$ cat src/rtl/multicycle_datapath_pkg.sv
// Shared encodings, field positions and ALU for the multicycle datapath.
// REG_ZERO_HARDWIRE_EN (optional) is consumed by regfile_2r1w.
package multicycle_datapath_pkg;

   localparam int DATA_W_DEF = 32;

   localparam int OP_MSB  = 31;
   localparam int OP_LSB  = 26;
   localparam int RD_LSB  = 21;
   localparam int RS_LSB  = 16;
   localparam int RT_LSB  = 11;
   localparam int IMM_MSB = 15;
   localparam int IMM_LSB = 0;
   localparam int JT_W    = 26;

   typedef enum logic [3:0] {
      ALU_PASS = 4'b0000,
      ALU_NOT  = 4'b0001,
      ALU_ADD  = 4'b0010,
      ALU_SUB  = 4'b0011,
      ALU_OR   = 4'b0100,
      ALU_AND  = 4'b0101,
      ALU_XOR  = 4'b0110,
      ALU_SLT  = 4'b0111
   } alu_op_e;

   typedef enum logic [1:0] {
      SRC_A_PC   = 2'b00,
      SRC_A_REG  = 2'b01,
      SRC_A_ZERO = 2'b10,
      SRC_A_ZR2  = 2'b11
   } src_a_e;

   typedef enum logic [1:0] {
      SRC_B_REG = 2'b00,
      SRC_B_ONE = 2'b01,
      SRC_B_SE  = 2'b10,
      SRC_B_ZE  = 2'b11
   } src_b_e;

   typedef enum logic [1:0] {
      PC_SRC_ALU  = 2'b00,
      PC_SRC_OUT  = 2'b01,
      PC_SRC_JMP  = 2'b10,
      PC_SRC_HOLD = 2'b11
   } pc_src_e;

   typedef enum logic [1:0] {
      WB_ALUOUT = 2'b00,
      WB_MDR    = 2'b01,
      WB_ZE     = 2'b10,
      WB_LUI    = 2'b11
   } wb_sel_e;

   // Codes 1xxx are reserved and produce 0.
   function automatic logic [DATA_W_DEF-1:0] alu_f(
      input logic [3:0]            op,
      input logic [DATA_W_DEF-1:0] a,
      input logic [DATA_W_DEF-1:0] b
   );
      logic [DATA_W_DEF-1:0] r;
      r = '0;
      unique case (op)
         ALU_PASS: r = a;
         ALU_NOT:  r = ~a;
         ALU_ADD:  r = a + b;
         ALU_SUB:  r = a - b;
         ALU_OR:   r = a | b;
         ALU_AND:  r = a & b;
         ALU_XOR:  r = a ^ b;
         ALU_SLT:  r = {{(DATA_W_DEF-1){1'b0}},
                        $signed(a) < $signed(b)};
         default:  r = '0;
      endcase
      return r;
   endfunction

endpackage

$ cat src/rtl/multicycle_datapath_if.sv
// Control word, status and memory bus between controller and datapath.
// master = controller/memory side, slave = datapath.
interface multicycle_datapath_if #(
   parameter int DATA_W = 32,
   parameter int ADDR_W = 16
);
   logic [3:0]        alu_op;
   logic [1:0]        pc_source;
   logic [1:0]        alu_src_a;
   logic [1:0]        alu_src_b;
   logic [1:0]        mem_to_reg;
   logic              ir_write;
   logic              pc_write;
   logic              pc_write_cond;
   logic              reg_write;
   logic              mem_write;
   logic              read_sel;
   logic [5:0]        op_out;
   logic              zero;
   logic [ADDR_W-1:0] mem_addr;
   logic [DATA_W-1:0] mem_wdata;
   logic              mem_we;
   logic [DATA_W-1:0] mem_rdata;
   logic [DATA_W-1:0] pc_out;

   modport master (
      output alu_op, pc_source, alu_src_a, alu_src_b,
      output mem_to_reg, ir_write, pc_write, pc_write_cond,
      output reg_write, mem_write, read_sel, mem_rdata,
      input  op_out, zero, mem_addr, mem_wdata, mem_we, pc_out
   );

   modport slave (
      input  alu_op, pc_source, alu_src_a, alu_src_b,
      input  mem_to_reg, ir_write, pc_write, pc_write_cond,
      input  reg_write, mem_write, read_sel, mem_rdata,
      output op_out, zero, mem_addr, mem_wdata, mem_we, pc_out
   );
endinterface

$ cat src/rtl/multicycle_datapath_regfile_2r1w.sv
// Two async-read, one sync-write register file with async clear.
// REG_ZERO_HARDWIRE_EN: r0 reads 0 and ignores writes.
module regfile_2r1w #(
   parameter int DATA_W = 32,
   parameter int NREG   = 32,
   parameter int RW     = $clog2(NREG)
) (
   input  logic              clk,
   input  logic              reset_n,
   input  logic [RW-1:0]     ra1,
   input  logic [RW-1:0]     ra2,
   output logic [DATA_W-1:0] rd1,
   output logic [DATA_W-1:0] rd2,
   input  logic              we,
   input  logic [RW-1:0]     wa,
   input  logic [DATA_W-1:0] wd
);

   logic [DATA_W-1:0] regs [NREG];
   logic              wr_en;

`ifdef REG_ZERO_HARDWIRE_EN
   assign wr_en = we && (wa != '0);
   assign rd1   = (ra1 == '0) ? '0 : regs[ra1];
   assign rd2   = (ra2 == '0) ? '0 : regs[ra2];
`else
   assign wr_en = we;
   assign rd1   = regs[ra1];
   assign rd2   = regs[ra2];
`endif

   always_ff @(posedge clk or negedge reset_n) begin
      if (!reset_n) begin
         for (int i = 0; i < NREG; i++) regs[i] <= '0;
      end else if (wr_en) begin
         regs[wa] <= wd;
      end
   end

endmodule

$ cat src/rtl/multicycle_datapath.sv
// Multicycle datapath: PC/IR/A/B/ALUOut/MDR, ALU and register file.
// Define REG_ZERO_HARDWIRE_EN to hardwire r0 to zero.
module multicycle_datapath
   import multicycle_datapath_pkg::*;
#(
   parameter int DATA_W = DATA_W_DEF,
   parameter int ADDR_W = 16,
   parameter int NREG   = 32
) (
   input  logic                  clk,
   input  logic                  reset_n,
   multicycle_datapath_if.slave  bus
);

   localparam int RW = $clog2(NREG);

   logic [DATA_W-1:0] pc, ir, a_q, b_q, alu_out_q, mdr;
   logic [DATA_W-1:0] rf_a, rf_b;
   logic [DATA_W-1:0] opa, opb, alu_res;
   logic [DATA_W-1:0] pc_next, wb_data;
   logic [DATA_W-1:0] se_imm, ze_imm, lui_imm;
   logic [15:0]       imm;
   logic              pc_en;

   assign imm     = ir[IMM_MSB:IMM_LSB];
   assign se_imm  = {{(DATA_W-16){imm[15]}}, imm};
   assign ze_imm  = {{(DATA_W-16){1'b0}}, imm};
   assign lui_imm = {imm, {(DATA_W-16){1'b0}}};

   regfile_2r1w #(
      .DATA_W (DATA_W),
      .NREG   (NREG)
   ) u_rf (
      .clk     (clk),
      .reset_n (reset_n),
      .ra1     (ir[RS_LSB +: RW]),
      .ra2     (ir[RT_LSB +: RW]),
      .rd1     (rf_a),
      .rd2     (rf_b),
      .we      (bus.reg_write),
      .wa      (ir[RD_LSB +: RW]),
      .wd      (wb_data)
   );

   always_comb begin
      opa = '0;
      unique case (bus.alu_src_a)
         SRC_A_PC:  opa = pc;
         SRC_A_REG: opa = a_q;
         default:   opa = '0;
      endcase
   end

   always_comb begin
      opb = '0;
      unique case (bus.alu_src_b)
         SRC_B_REG: opb = b_q;
         SRC_B_ONE: opb = {{(DATA_W-1){1'b0}}, 1'b1};
         SRC_B_SE:  opb = se_imm;
         SRC_B_ZE:  opb = ze_imm;
         default:   opb = '0;
      endcase
   end

   assign alu_res  = alu_f(bus.alu_op, opa, opb);
   assign bus.zero = (alu_res == '0);

   always_comb begin
      pc_next = pc;
      unique case (bus.pc_source)
         PC_SRC_ALU:  pc_next = alu_res;
         PC_SRC_OUT:  pc_next = alu_out_q;
         PC_SRC_JMP:  pc_next = {pc[DATA_W-1:JT_W], ir[JT_W-1:0]};
         PC_SRC_HOLD: pc_next = pc;
         default:     pc_next = pc;
      endcase
   end

   always_comb begin
      wb_data = alu_out_q;
      unique case (bus.mem_to_reg)
         WB_ALUOUT: wb_data = alu_out_q;
         WB_MDR:    wb_data = mdr;
         WB_ZE:     wb_data = ze_imm;
         WB_LUI:    wb_data = lui_imm;
         default:   wb_data = alu_out_q;
      endcase
   end

   assign pc_en = bus.pc_write | (bus.pc_write_cond & bus.zero);

   // A/B/ALUOut/MDR refresh every cycle; the controller sequences use.
   always_ff @(posedge clk or negedge reset_n) begin
      if (!reset_n) begin
         pc        <= '0;
         ir        <= '0;
         a_q       <= '0;
         b_q       <= '0;
         alu_out_q <= '0;
         mdr       <= '0;
      end else begin
         a_q       <= rf_a;
         b_q       <= rf_b;
         alu_out_q <= alu_res;
         mdr       <= bus.mem_rdata;
         if (bus.ir_write) ir <= bus.mem_rdata;
         if (pc_en)        pc <= pc_next;
      end
   end

   assign bus.op_out    = ir[OP_MSB:OP_LSB];
   assign bus.mem_addr  = bus.read_sel ? alu_out_q[ADDR_W-1:0]
                                       : pc[ADDR_W-1:0];
   assign bus.mem_wdata = b_q;
   assign bus.mem_we    = bus.mem_write;
   assign bus.pc_out    = pc;

endmodule

$ cat src/flat_wrapper.sv
// flat-port wrapper written by rule: the top's interface ports become plain ports
module multicycle_datapath_flat import multicycle_datapath_pkg::*;
#(
   parameter int DATA_W = DATA_W_DEF,
   parameter int ADDR_W = 16,
   parameter int NREG   = 32
)
  (clk, reset_n, bus_alu_op, bus_pc_source, bus_alu_src_a, bus_alu_src_b, bus_mem_to_reg, bus_ir_write, bus_pc_write, bus_pc_write_cond, bus_reg_write, bus_mem_write, bus_read_sel, bus_mem_rdata, bus_op_out, bus_zero, bus_mem_addr, bus_mem_wdata, bus_mem_we, bus_pc_out);
  multicycle_datapath_if #(.DATA_W(DATA_W), .ADDR_W(ADDR_W)) bus_i ();
  input  logic clk;
  input  logic reset_n;
  input wire logic [$bits(bus_i.alu_op)-1:0] bus_alu_op;
  input wire logic [$bits(bus_i.pc_source)-1:0] bus_pc_source;
  input wire logic [$bits(bus_i.alu_src_a)-1:0] bus_alu_src_a;
  input wire logic [$bits(bus_i.alu_src_b)-1:0] bus_alu_src_b;
  input wire logic [$bits(bus_i.mem_to_reg)-1:0] bus_mem_to_reg;
  input wire logic [$bits(bus_i.ir_write)-1:0] bus_ir_write;
  input wire logic [$bits(bus_i.pc_write)-1:0] bus_pc_write;
  input wire logic [$bits(bus_i.pc_write_cond)-1:0] bus_pc_write_cond;
  input wire logic [$bits(bus_i.reg_write)-1:0] bus_reg_write;
  input wire logic [$bits(bus_i.mem_write)-1:0] bus_mem_write;
  input wire logic [$bits(bus_i.read_sel)-1:0] bus_read_sel;
  input wire logic [$bits(bus_i.mem_rdata)-1:0] bus_mem_rdata;
  output wire logic [$bits(bus_i.op_out)-1:0] bus_op_out;
  output wire logic [$bits(bus_i.zero)-1:0] bus_zero;
  output wire logic [$bits(bus_i.mem_addr)-1:0] bus_mem_addr;
  output wire logic [$bits(bus_i.mem_wdata)-1:0] bus_mem_wdata;
  output wire logic [$bits(bus_i.mem_we)-1:0] bus_mem_we;
  output wire logic [$bits(bus_i.pc_out)-1:0] bus_pc_out;
  assign bus_i.alu_op = bus_alu_op;
  assign bus_i.pc_source = bus_pc_source;
  assign bus_i.alu_src_a = bus_alu_src_a;
  assign bus_i.alu_src_b = bus_alu_src_b;
  assign bus_i.mem_to_reg = bus_mem_to_reg;
  assign bus_i.ir_write = bus_ir_write;
  assign bus_i.pc_write = bus_pc_write;
  assign bus_i.pc_write_cond = bus_pc_write_cond;
  assign bus_i.reg_write = bus_reg_write;
  assign bus_i.mem_write = bus_mem_write;
  assign bus_i.read_sel = bus_read_sel;
  assign bus_i.mem_rdata = bus_mem_rdata;
  assign bus_op_out = bus_i.op_out;
  assign bus_zero = bus_i.zero;
  assign bus_mem_addr = bus_i.mem_addr;
  assign bus_mem_wdata = bus_i.mem_wdata;
  assign bus_mem_we = bus_i.mem_we;
  assign bus_pc_out = bus_i.pc_out;
  multicycle_datapath #(.DATA_W(DATA_W), .ADDR_W(ADDR_W), .NREG(NREG)) u_core (.clk(clk), .reset_n(reset_n), .bus(bus_i));
endmodule
$ cat config.mk
export PLATFORM = sky130hd
export DESIGN_NAME = multicycle_datapath_flat
export DESIGN_NICKNAME = d
export VERILOG_FILES = /design/src/rtl/multicycle_datapath_pkg.sv /design/src/rtl/multicycle_datapath_if.sv /design/src/rtl/multicycle_datapath_regfile_2r1w.sv /design/src/rtl/multicycle_datapath.sv /design/src/flat_wrapper.sv
export SDC_FILE = /design/constraint.sdc
export NUM_CORES = 2
export LEC_CHECK = 0
export ABC_AREA = 1
export BUFFER_PORTS_ARGS = -buffer_cell sky130_fd_sc_hd__buf_2
export CAP_MARGIN = 20
export CORE_MARGIN = 5
export CORE_UTILIZATION = 53
export DETAILED_ROUTE_END_ITERATION = 16
export MAX_ROUTING_LAYER = met4
export PLACE_DENSITY = 0.75
export SLEW_MARGIN = 20
export SYNTH_ARGS = -nofsm -noshare
export SYNTH_HDL_FRONTEND = slang
export SYNTH_SLANG_ARGS = --single-unit
$ cat constraint.sdc
create_clock -name clk -period 3.5 [get_ports clk]
set_clock_uncertainty 0.05 [all_clocks]
set_input_delay 0.35 -clock clk [delete_from_list [all_inputs] [get_ports clk]]
set_output_delay 0.35 -clock clk [all_outputs]
set_load 0.01 [all_outputs]
==> metrics.txt <==
Die W 375 um; first-pass GRT wire length 428 mm; Post-DP Area 78,200 um^2; Crit Path Max Fanout 8; RePlAce Congestion 1.07; Achievable Freq 232 MHz; Leak 38.7 nW; Ports 140; share of the synthesized area in the top cell type 43.0%; synthesized flop and latch total 1,216; PD cells 585 nW/um^2; register area share after synthesis 43.0%; CTS tree done; run status complete, but fails checks; hpwl dp 182 mm; Tmin final 4.30 ns; P&R area growth vs syn 20.1%; Final Instance Area 84,900 um^2; min-delay worst type input pin to async pin; Yosys top cell by area dfrtp_1; most frequent cells in the layout o21ai_0, dfrtp_1, nand2_1, mux2_2, buf_4; synth unique cells 47; buffer depth of the longest clock path 3; Routed WL per cell 26.8 um; Top FF cell, synth dfrtp_1; Syn. warnings 0; maxcap violations 0; Final Hold Vio Count 0; Via density 6.51; clock latency on the worst-skew pair 0.81 ns; net count after synthesis 8,757; die height 375 um; GRT Total Usage 41.1%; Worst Tran Pin Value 0.998 ns; Post-Syn Area 70,700 um^2; Finished Core Util 63.9%; vias in the first global route 68,325; unrepaired setup endpoints after global routing yes; crit start category flip-flop; ratio of cells with drive above 1 in the final layout 25.3%; htree depth 4; Async SR Flop Fraction 100%; count of nets after finishing 9,134; Crit Path Category flip-flop to output pin; Core Box Area 133,000 um^2; Post-Layout Cell Count 10,860; Initial DRC Count 9,633; GRT overflow 0; CP arrival 3.90 ns; max_slew headroom 33.4%; Reg clk slew, reported paths 0.06 ns; Routed Antenna Nets 0; Worst VDD drop 0.404 mV; starting density of the core 53.2%; via count 70,698; dpl cells 10,537; failing checks setup timing; IO Port Bufs 137; R2R depth 25; TritonCTS buffer count 135; Critical Path Sink Type output pin; Synth Area per Inst 8.22 um^2; DRC viols 0; row cnt 134; Sink Count 1,216; total routed wirelength 291 mm; CTS root buf clkbuf_16; Post-synth EDFFs 0; Setup-failing EPs final 33; number of max-slew violations in the final report 0; initial antenna violation count 9; required time worst endpoint 3.10 ns; top post-synthesis cells by area dfrtp_1, mux2_2, o21ai_0, nand2_1, a21oi_1; Final WS setup -0.805 ns; Post-Synthesis Cells 8,600; crit share post-route 123%; Detailed Routing Iterations Pass 1 7; commonest non-fill, non-tap cell in the layout o21ai_0; largest net degree at the start of global routing 126; Die ar. 141,000 um^2
power breakdown:
group	total, mW	switching [mW]	internal (mW)
Clock	14.4	6.11	8.33
Sequential	19.6	2.15	17.5
Combinational	15.6	9.41	6.17
Total	49.6	17.7	32.0
Yosys cell counts (all sizes together), types with 56 or more instances:
library cell  number
buf               97
nor2             709
o22ai             98
o21ai           1521
a21oi            626
inv              741
nand2           1107
clkbuf           654
o211ai           403
ha               103
a32oi             56
dfrtp           1216
mux2             706
a31oi             76
nand3            330
per-stage QoR:
step	TNS (ns)	total power, mW	worst slack [ns]	hold slack [ns]
after floorplan	0	27.8	0.0191	0.00441
after global placement	-30.81	33.4	-0.954	0.333
after detailed placement	-31.21	34.0	-0.965	0.333
after CTS	-23.13	48.9	-0.818	0.0340
after global routing	-20.91	51.8	-0.995	0.142
final	-13.86	49.6	-0.805	0.0822
critical path, stage by stage, from the launching register on:
cell	delay (ns)
dfrtp_1	0.41
inv_1	0.17
o22ai_4	0.10
ha_2	0.45
nand2_1	0.15
inv_1	0.10
nand2_1	0.06
nand2_1	0.14
buf_4	0.14
inv_1	0.05
nand2_2	0.16
nand2_1	0.07
nand3_1	0.07
nand2_1	0.10
nor2_1	0.17
nand2_1	0.07
nor2_1	0.11
nand2_1	0.10
nor2_4	0.16
and3_4	0.20
buf_6	0.10
sequential cells by signal, summed over array words and instances (netlist names):
name                  count
u_core.u_rf.regs       1024
u_core.bus.mem_wdata     32
u_core.a_q               32
u_core.bus.pc_out        32
u_core.ir                32
u_core.alu_out_q         32
u_core.mdr               32
final timing paths:
path,start,to,slack (ns)
max,u_core.a_q[8],bus_zero,-0.80
max in group asynchronous,reset_n,u_core.bus.mem_wdata[13],2.27
min reg2reg,u_core.ir[30],u_core.ir[30],0.46
max reg2reg,u_core.bus.mem_wdata[7],u_core.bus.pc_out[7],-0.46
min,reset_n,u_core.mdr[2],0.08
min in group clk,bus_mem_rdata[11],u_core.mdr[11],0.17
metal layers:
metal	vias up	global-route usage (%)	part of all wire [%]
li1	30301	-	-
met1	33950	50.9	36
met2	5021	59.1	43
met3	1426	11.4	12
met4	0	26.8	8.3
met5	-	-	0
cell families after synthesis:
group,count (synthesis),share of synthesized area [%]
mux,706,11.2
simple gates,2197,12.5
buf+inv,1496,8.13
xor+xnor,3,0.0372
fa+ha+maj,105,1.88
flops,1216,43.0
compound gates,2877,23.2
timing repair:
item | in CTS | in global routing
resized for setup | 292 | 129
gates cloned | 1 | 7
hold buffers | 33 | 0
pin swaps | 72 | 71
setup buffers | 29 | 9
hold endpoints to repair | 235 | 0
setup endpoints to repair | 33 | 33
area by class of cell:
type / count / area [um^2]
clock inverter: 29 / 313
sequential: 1216 / 30500
inverter: 745 / 2850
tap: 1768 / 2210
fill: 10975 / 48000
clock buffer: 213 / 4130
antenna: 10 / 25.0
timing repair buffer: 987 / 8570
multi-input combinational: 5892 / 36400
(Power assumes the default switching activity.)
